## src/rtl/handshake_rr_arbiter_pkg.sv

```systemverilog
// Shared constants and helpers for the round-robin handshake arbiter.
package handshake_rr_arbiter_pkg;

  localparam int unsigned DefaultWidth    = 9;
  localparam int unsigned DefaultNSrc     = 4;
  localparam int unsigned DefaultMaxBurst = 8;

  localparam logic [0:0] StArb   = 1'b0;
  localparam logic [0:0] StGrant = 1'b1;

  // Index width that stays at least one bit wide.
  function automatic int unsigned clog2_min1(input int unsigned n);
    return (n <= 1) ? 1 : $clog2(n);
  endfunction

endpackage

```

## src/rtl/rr_priority_picker.sv

```systemverilog
// Round-robin picker: first set request searching upward from last_i+1, wrapping.
module rr_priority_picker
  import handshake_rr_arbiter_pkg::*;
#(
  parameter int unsigned N   = DefaultNSrc,
  parameter int unsigned IdW = clog2_min1(N)
) (
  input  logic [N-1:0]   req_i,
  input  logic [IdW-1:0] last_i,
  output logic           found_o,
  output logic [IdW-1:0] pick_o
);

  logic [IdW-1:0] start;
  logic [2*N-1:0] dbl;
  logic [N-1:0]   rot;

  always_comb begin
    start = (32'(last_i) == N - 1) ? '0 : last_i + 1'b1;
    // Double-width copy shifted by start puts the search origin at bit 0.
    dbl     = {req_i, req_i} >> start;
    rot     = dbl[N-1:0];
    found_o = 1'b0;
    pick_o  = '0;
    for (int unsigned i = 0; i < N; i++) begin
      if (rot[i] && !found_o) begin
        found_o = 1'b1;
        pick_o  = IdW'((32'(start) + i) % N);
      end
    end
  end

endmodule

```

## src/rtl/handshake_rr_arbiter.sv

```systemverilog
// Round-robin arbiter sharing one forward-registered valid/ready channel among N_SRC sources.
module handshake_rr_arbiter
  import handshake_rr_arbiter_pkg::*;
#(
  parameter int unsigned WIDTH     = DefaultWidth,
  parameter int unsigned N_SRC     = DefaultNSrc,
  parameter int unsigned MAX_BURST = DefaultMaxBurst
) (
  input  logic                       clk,
  input  logic                       s_rst,
  input  logic [N_SRC-1:0]           src_vaild,
  input  logic [N_SRC*WIDTH-1:0]     src_data_in,
  output logic [N_SRC-1:0]           src_ready,
  output logic                       dst_vaild,
  output logic [WIDTH-1:0]           dst_data_out,
  input  logic                       dst_ready,
  output logic [$clog2(N_SRC)-1:0]   grant_id,
  output logic                       idle
);

  localparam int unsigned IdW  = $clog2(N_SRC);
  localparam int unsigned CntW = $clog2(MAX_BURST + 1);

  logic [0:0]       state_q, state_d;
  logic [IdW-1:0]   grant_q, grant_d;
  logic [IdW-1:0]   last_q, last_d;
  logic [CntW-1:0]  beat_q, beat_d;
  logic             dvalid_q, dvalid_d;
  logic [WIDTH-1:0] ddata_q, ddata_d;

  logic             found;
  logic [IdW-1:0]   pick;
  logic             in_grant;
  logic             ready_g;
  logic             xfer;
  logic             release_g;
  logic [WIDTH-1:0] src_data [N_SRC];

  rr_priority_picker #(
    .N   (N_SRC),
    .IdW (IdW)
  ) u_picker (
    .req_i   (src_vaild),
    .last_i  (last_q),
    .found_o (found),
    .pick_o  (pick)
  );

  always_comb begin
    for (int unsigned i = 0; i < N_SRC; i++) begin
      src_data[i] = src_data_in[i*WIDTH +: WIDTH];
    end
  end

  always_comb begin
    in_grant  = (state_q == StGrant);
    // Output slot is free when empty or being drained this cycle.
    ready_g   = !dvalid_q || dst_ready;
    xfer      = in_grant && src_vaild[grant_q] && ready_g;
    release_g = in_grant &&
                (!src_vaild[grant_q] || (xfer && (beat_q == CntW'(MAX_BURST - 1))));
    src_ready = '0;
    if (in_grant) begin
      src_ready[grant_q] = ready_g;
    end
  end

  always_comb begin
    state_d = state_q;
    grant_d = grant_q;
    last_d  = last_q;
    beat_d  = beat_q;
    unique case (state_q)
      StArb: begin
        if (found) begin
          grant_d = pick;
          beat_d  = '0;
          state_d = StGrant;
        end
      end
      StGrant: begin
        if (xfer) begin
          beat_d = beat_q + 1'b1;
        end
        if (release_g) begin
          last_d  = grant_q;
          state_d = StArb;
        end
      end
      default: state_d = StArb;
    endcase
  end

  always_comb begin
    dvalid_d = dvalid_q;
    ddata_d  = ddata_q;
    if (xfer) begin
      dvalid_d = 1'b1;
      ddata_d  = src_data[grant_q];
    end else if (dvalid_q && dst_ready) begin
      dvalid_d = 1'b0;
    end
  end

  always_ff @(posedge clk or posedge s_rst) begin
    if (s_rst) begin
      state_q  <= StArb;
      grant_q  <= '0;
      last_q   <= IdW'(N_SRC - 1);
      beat_q   <= '0;
      dvalid_q <= 1'b0;
      ddata_q  <= '0;
    end else begin
      state_q  <= state_d;
      grant_q  <= grant_d;
      last_q   <= last_d;
      beat_q   <= beat_d;
      dvalid_q <= dvalid_d;
      ddata_q  <= ddata_d;
    end
  end

  assign dst_vaild    = dvalid_q;
  assign dst_data_out = ddata_q;
  assign grant_id     = grant_q;
  assign idle         = (state_q == StArb) && !dvalid_q;

endmodule

```

## config.mk

```make
export PLATFORM = sky130hd
export DESIGN_NAME = handshake_rr_arbiter
export DESIGN_NICKNAME = d
export VERILOG_FILES = /design/src/rtl/handshake_rr_arbiter_pkg.sv /design/src/rtl/rr_priority_picker.sv /design/src/rtl/handshake_rr_arbiter.sv
export SDC_FILE = /design/constraint.sdc
export NUM_CORES = 1
export LEC_CHECK = 0
export CAP_MARGIN = 20
export CORE_UTILIZATION = 42
export CTS_CLUSTER_SIZE = 20
export DETAILED_ROUTE_END_ITERATION = 7
export PLACE_DENSITY = 0.81
export SYNTH_ARGS = -nofsm -noshare
export SYNTH_HDL_FRONTEND = slang
export SYNTH_SLANG_ARGS = --single-unit
```

## constraint.sdc

```tcl
create_clock -name clk -period 2.4 [get_ports clk]
set_input_delay 0.48 -clock clk [delete_from_list [all_inputs] [get_ports clk]]
set_output_delay 0.48 -clock clk [all_outputs]
set_load 0.02 [all_outputs]
```

==> results.sh <==
export IMPL_ys_warn_count=0
export IMPL_wl_met1_mm=1.375
export IMPL_drive_gt1_share_pct=17.98
export IMPL_viasPerCell=5.581
export IMPL_drv_slew=0
export IMPL_grt_pass1_vias=1241
export IMPL_drcViolationCount=0
export IMPL_path_clk_slew_ns=0.10
export IMPL_worst_pin_slew_ns=0.7282
export IMPL_final_common_cell="clkdlybuf4s50_1"
export IMPL_dp_hpwl_mm=2.875
export IMPL_mostFrequentLayoutCells="clkdlybuf4s50_1 (55), dfrtp_1 (17), buf_4 (9), mux4_2 (7), o21ai_0 (7)"
export IMPL_hp_start="dst_data_out[7]"
export IMPL_ys_flop_type="dfrtp_1"
export IMPL_worstSetupPathType="primary input to output port"
export IMPL_die_area_um2=3421
export IMPL_max_cap_violations=0
export IMPL_antenna_found_initial=0
export IMPL_wl_per_cell_um=15.80
export IMPL_initial_core_util_pct=44.26
export IMPL_port_buffers=59
export IMPL_crit_required_ns=1.92
export IMPL_coreArea_um2=3028
export IMPL_synthXorXnorAreaFrac_pct=0
export IMPL_worstSkewPairLatency_ns=0.30
export IMPL_setup_tns_ns=0
export IMPL_cts_sinks=19
export IMPL_synth_compound_area_share_pct=14.66
export IMPL_final_area_um2=2021
export IMPL_worst_endpoint_arrival_ns=1.71
export IMPL_slew_headroom_pct=51.40
export IMPL_synthCells=115
export IMPL_clockRootBuffer="clkbuf_4"
export IMPL_startpoint="dst_ready"
export IMPL_diodes=0
export IMPL_rows=20
export IMPL_grt_pass1_wl_mm=5.713
export IMPL_synth_edff_count=0
export IMPL_post_route_period_util_pct=91.35
export IMPL_cts_buffers=3
export IMPL_yosysSeqAreaShare_pct=35.67
export IMPL_finalPower_uw=2188
export IMPL_ys_ff_latch=19
export IMPL_period_needed_ns=2.192
export IMPL_finClkSkew_ns=0.007816
export IMPL_power_density_nw_per_um2=1083
export IMPL_status="finished clean"
export IMPL_grt_use_total_pct=21.88
export IMPL_placed_area_um2=1999
export IMPL_htree_levels=1
export IMPL_synth_simple_area_share_pct=14.66
export IMPL_hold_viol_final=0
export IMPL_gr_total_overflow=0
export IMPL_gp_congestion=0.7859
export IMPL_synth_top_family_by_area="multiplexers"
export IMPL_ctsHoldBuffers=0
export IMPL_boundaryPins=60
export IMPL_hold_slack_ns=0.5120
export IMPL_r2r_cells=5
export IMPL_wl_met2_mm=1.844
export IMPL_ant_nets=0
export IMPL_hold_depth=1
export IMPL_irDropWorstVdd_mv=0.5851
export IMPL_yosys_area_top_type_share_pct=31.75
export IMPL_cts_buffer_depth=2
export IMPL_fillers=244
export IMPL_async_flop_share_pct=100.0
export IMPL_die_y_um=58.49
export IMPL_leakage_uw=0.0008035
export IMPL_drt_total_wl_mm=3.508
export IMPL_path_max_fanout=3
export IMPL_area_growth_pct=50.79
export IMPL_die_x_um=58.49
export IMPL_topRoutingLayerUsed="met4"
export IMPL_worst_setup_path_start_kind="primary input"
export IMPL_fmax_ghz=0.4561
export IMPL_dr_pass1_iters=4
export IMPL_yosysTopAreaCell="dfrtp_1"
export IMPL_tritoncts="done"
export IMPL_yosysUniqueCellTypes=39
export IMPL_grt_max_degree=20
export IMPL_syn_area_um2=1340
export IMPL_hp_class="register to register"
export IMPL_muxShareOfSynthArea_pct=27.73
export IMPL_drt_iter0_drc=30
export IMPL_ys_top_cells_by_area="dfrtp_1 (32%), mux4_2 (12%), mux4_1 (5.9%)"
export IMPL_rsz0062_at_grt="no"
export IMPL_postCtsSetupBuffers=0
export IMPL_vias=1239
export IMPL_timing_rr_start="last_q[0]"
export IMPL_synth_fp_nets=160
export IMPL_critPathCaptureType="output port"
export IMPL_syn_area_per_cell_um2=11.65
export IMPL_yosys_area_share_adder_pct=1.867
export IMPL_nets=224
export IMPL_setup_viol=0
export IMPL_wl_met3_um=260
worst paths after layout:
path / to / slack [ns]
min in group asynchronous: dst_data_out[3] / 0.60
worst max-delay path: src_ready[2] / 0.21
worst min-delay path: dst_data_out[7] / 0.51
max in group asynchronous: beat_q[3] / 1.34
worst min register to register: dst_data_out[7] / 0.51
worst max register to register: in_grant / 0.25
registers in the layout (all words and copies together), names as in the netlist:
register	cells
dst_vaild	1
dst_data_out	9
in_grant	1
beat_q	4
grant_id	2
last_q	2
per-layer routing:
metal / GRT usage (%) / vias up
met3: 4.396 / 2
met4: 4.082 / 0
met5: 0 / -
li1: - / 572
met1: 24.96 / 612
met2: 42.20 / 53
cells in the mapped netlist, types with 3 or more instances:
master and instances:
nor2_1 4, buf_2 4, nor2b_1 6, o31ai_1 3
nand2_1 5, o21a_1 3, mux4_1 3, clkbuf_1 3
o211ai_1 3, nand2b_1 3, o21ai_0 7, inv_1 5
nor3_1 4, dfrtp_1 17, mux2_1 6, mux2_2 6
mux4_2 7
kinds of logic after synthesis:
family | after synthesis
flip-flops | 19
buffers and inverters | 14
AND/OR/NAND/NOR | 33
multiplexers | 22
AO/OA/AOI/OAI | 25
adder cells (fa/ha/maj) | 2
timing repair:
action	4_1_cts	5_1_grt
endpoints found under the setup margin	4	0
gates resized for setup	4	0
endpoints found under the hold margin	0	0
report_power, final:
| part | internal, uW | switching (uW) |
|---|---|---|
| sequential | 482 | 145 |
| clock | 64.7 | 95.3 |
| combinational | 733 | 668 |
| total | 1280 | 908 |
critical path: stages:
cell             delay, ns
clkdlybuf4s50_1       0.48
nand2b_1              0.16
nand2_1               0.09
nor3_1                0.15
dlygate4sd2_1         0.35
through the flow:
step                      utilization (%)  std cells  setup slack (ns)
after floorplan                         -        115            0.4696
final                               66.74        222            0.2076
after detailed placement            66.03        218           -0.1002
after global placement              66.03        218          -0.02679
after global routing                66.74        222            0.1018
after CTS                           66.74        222            0.1884
area by class of cell:
class / count / area (um2) / area share [%]
inverter: 5 / 18.77 / 0.9288
clock buffer: 4 / 26.28 / 1.300
sequential: 19 / 478.0 / 23.65
multi-input combinational: 82 / 789.5 / 39.07
timing repair buffer: 68 / 653.1 / 32.32
tap: 44 / 55.05 / 2.724
Power figures use the tool's default switching activity.
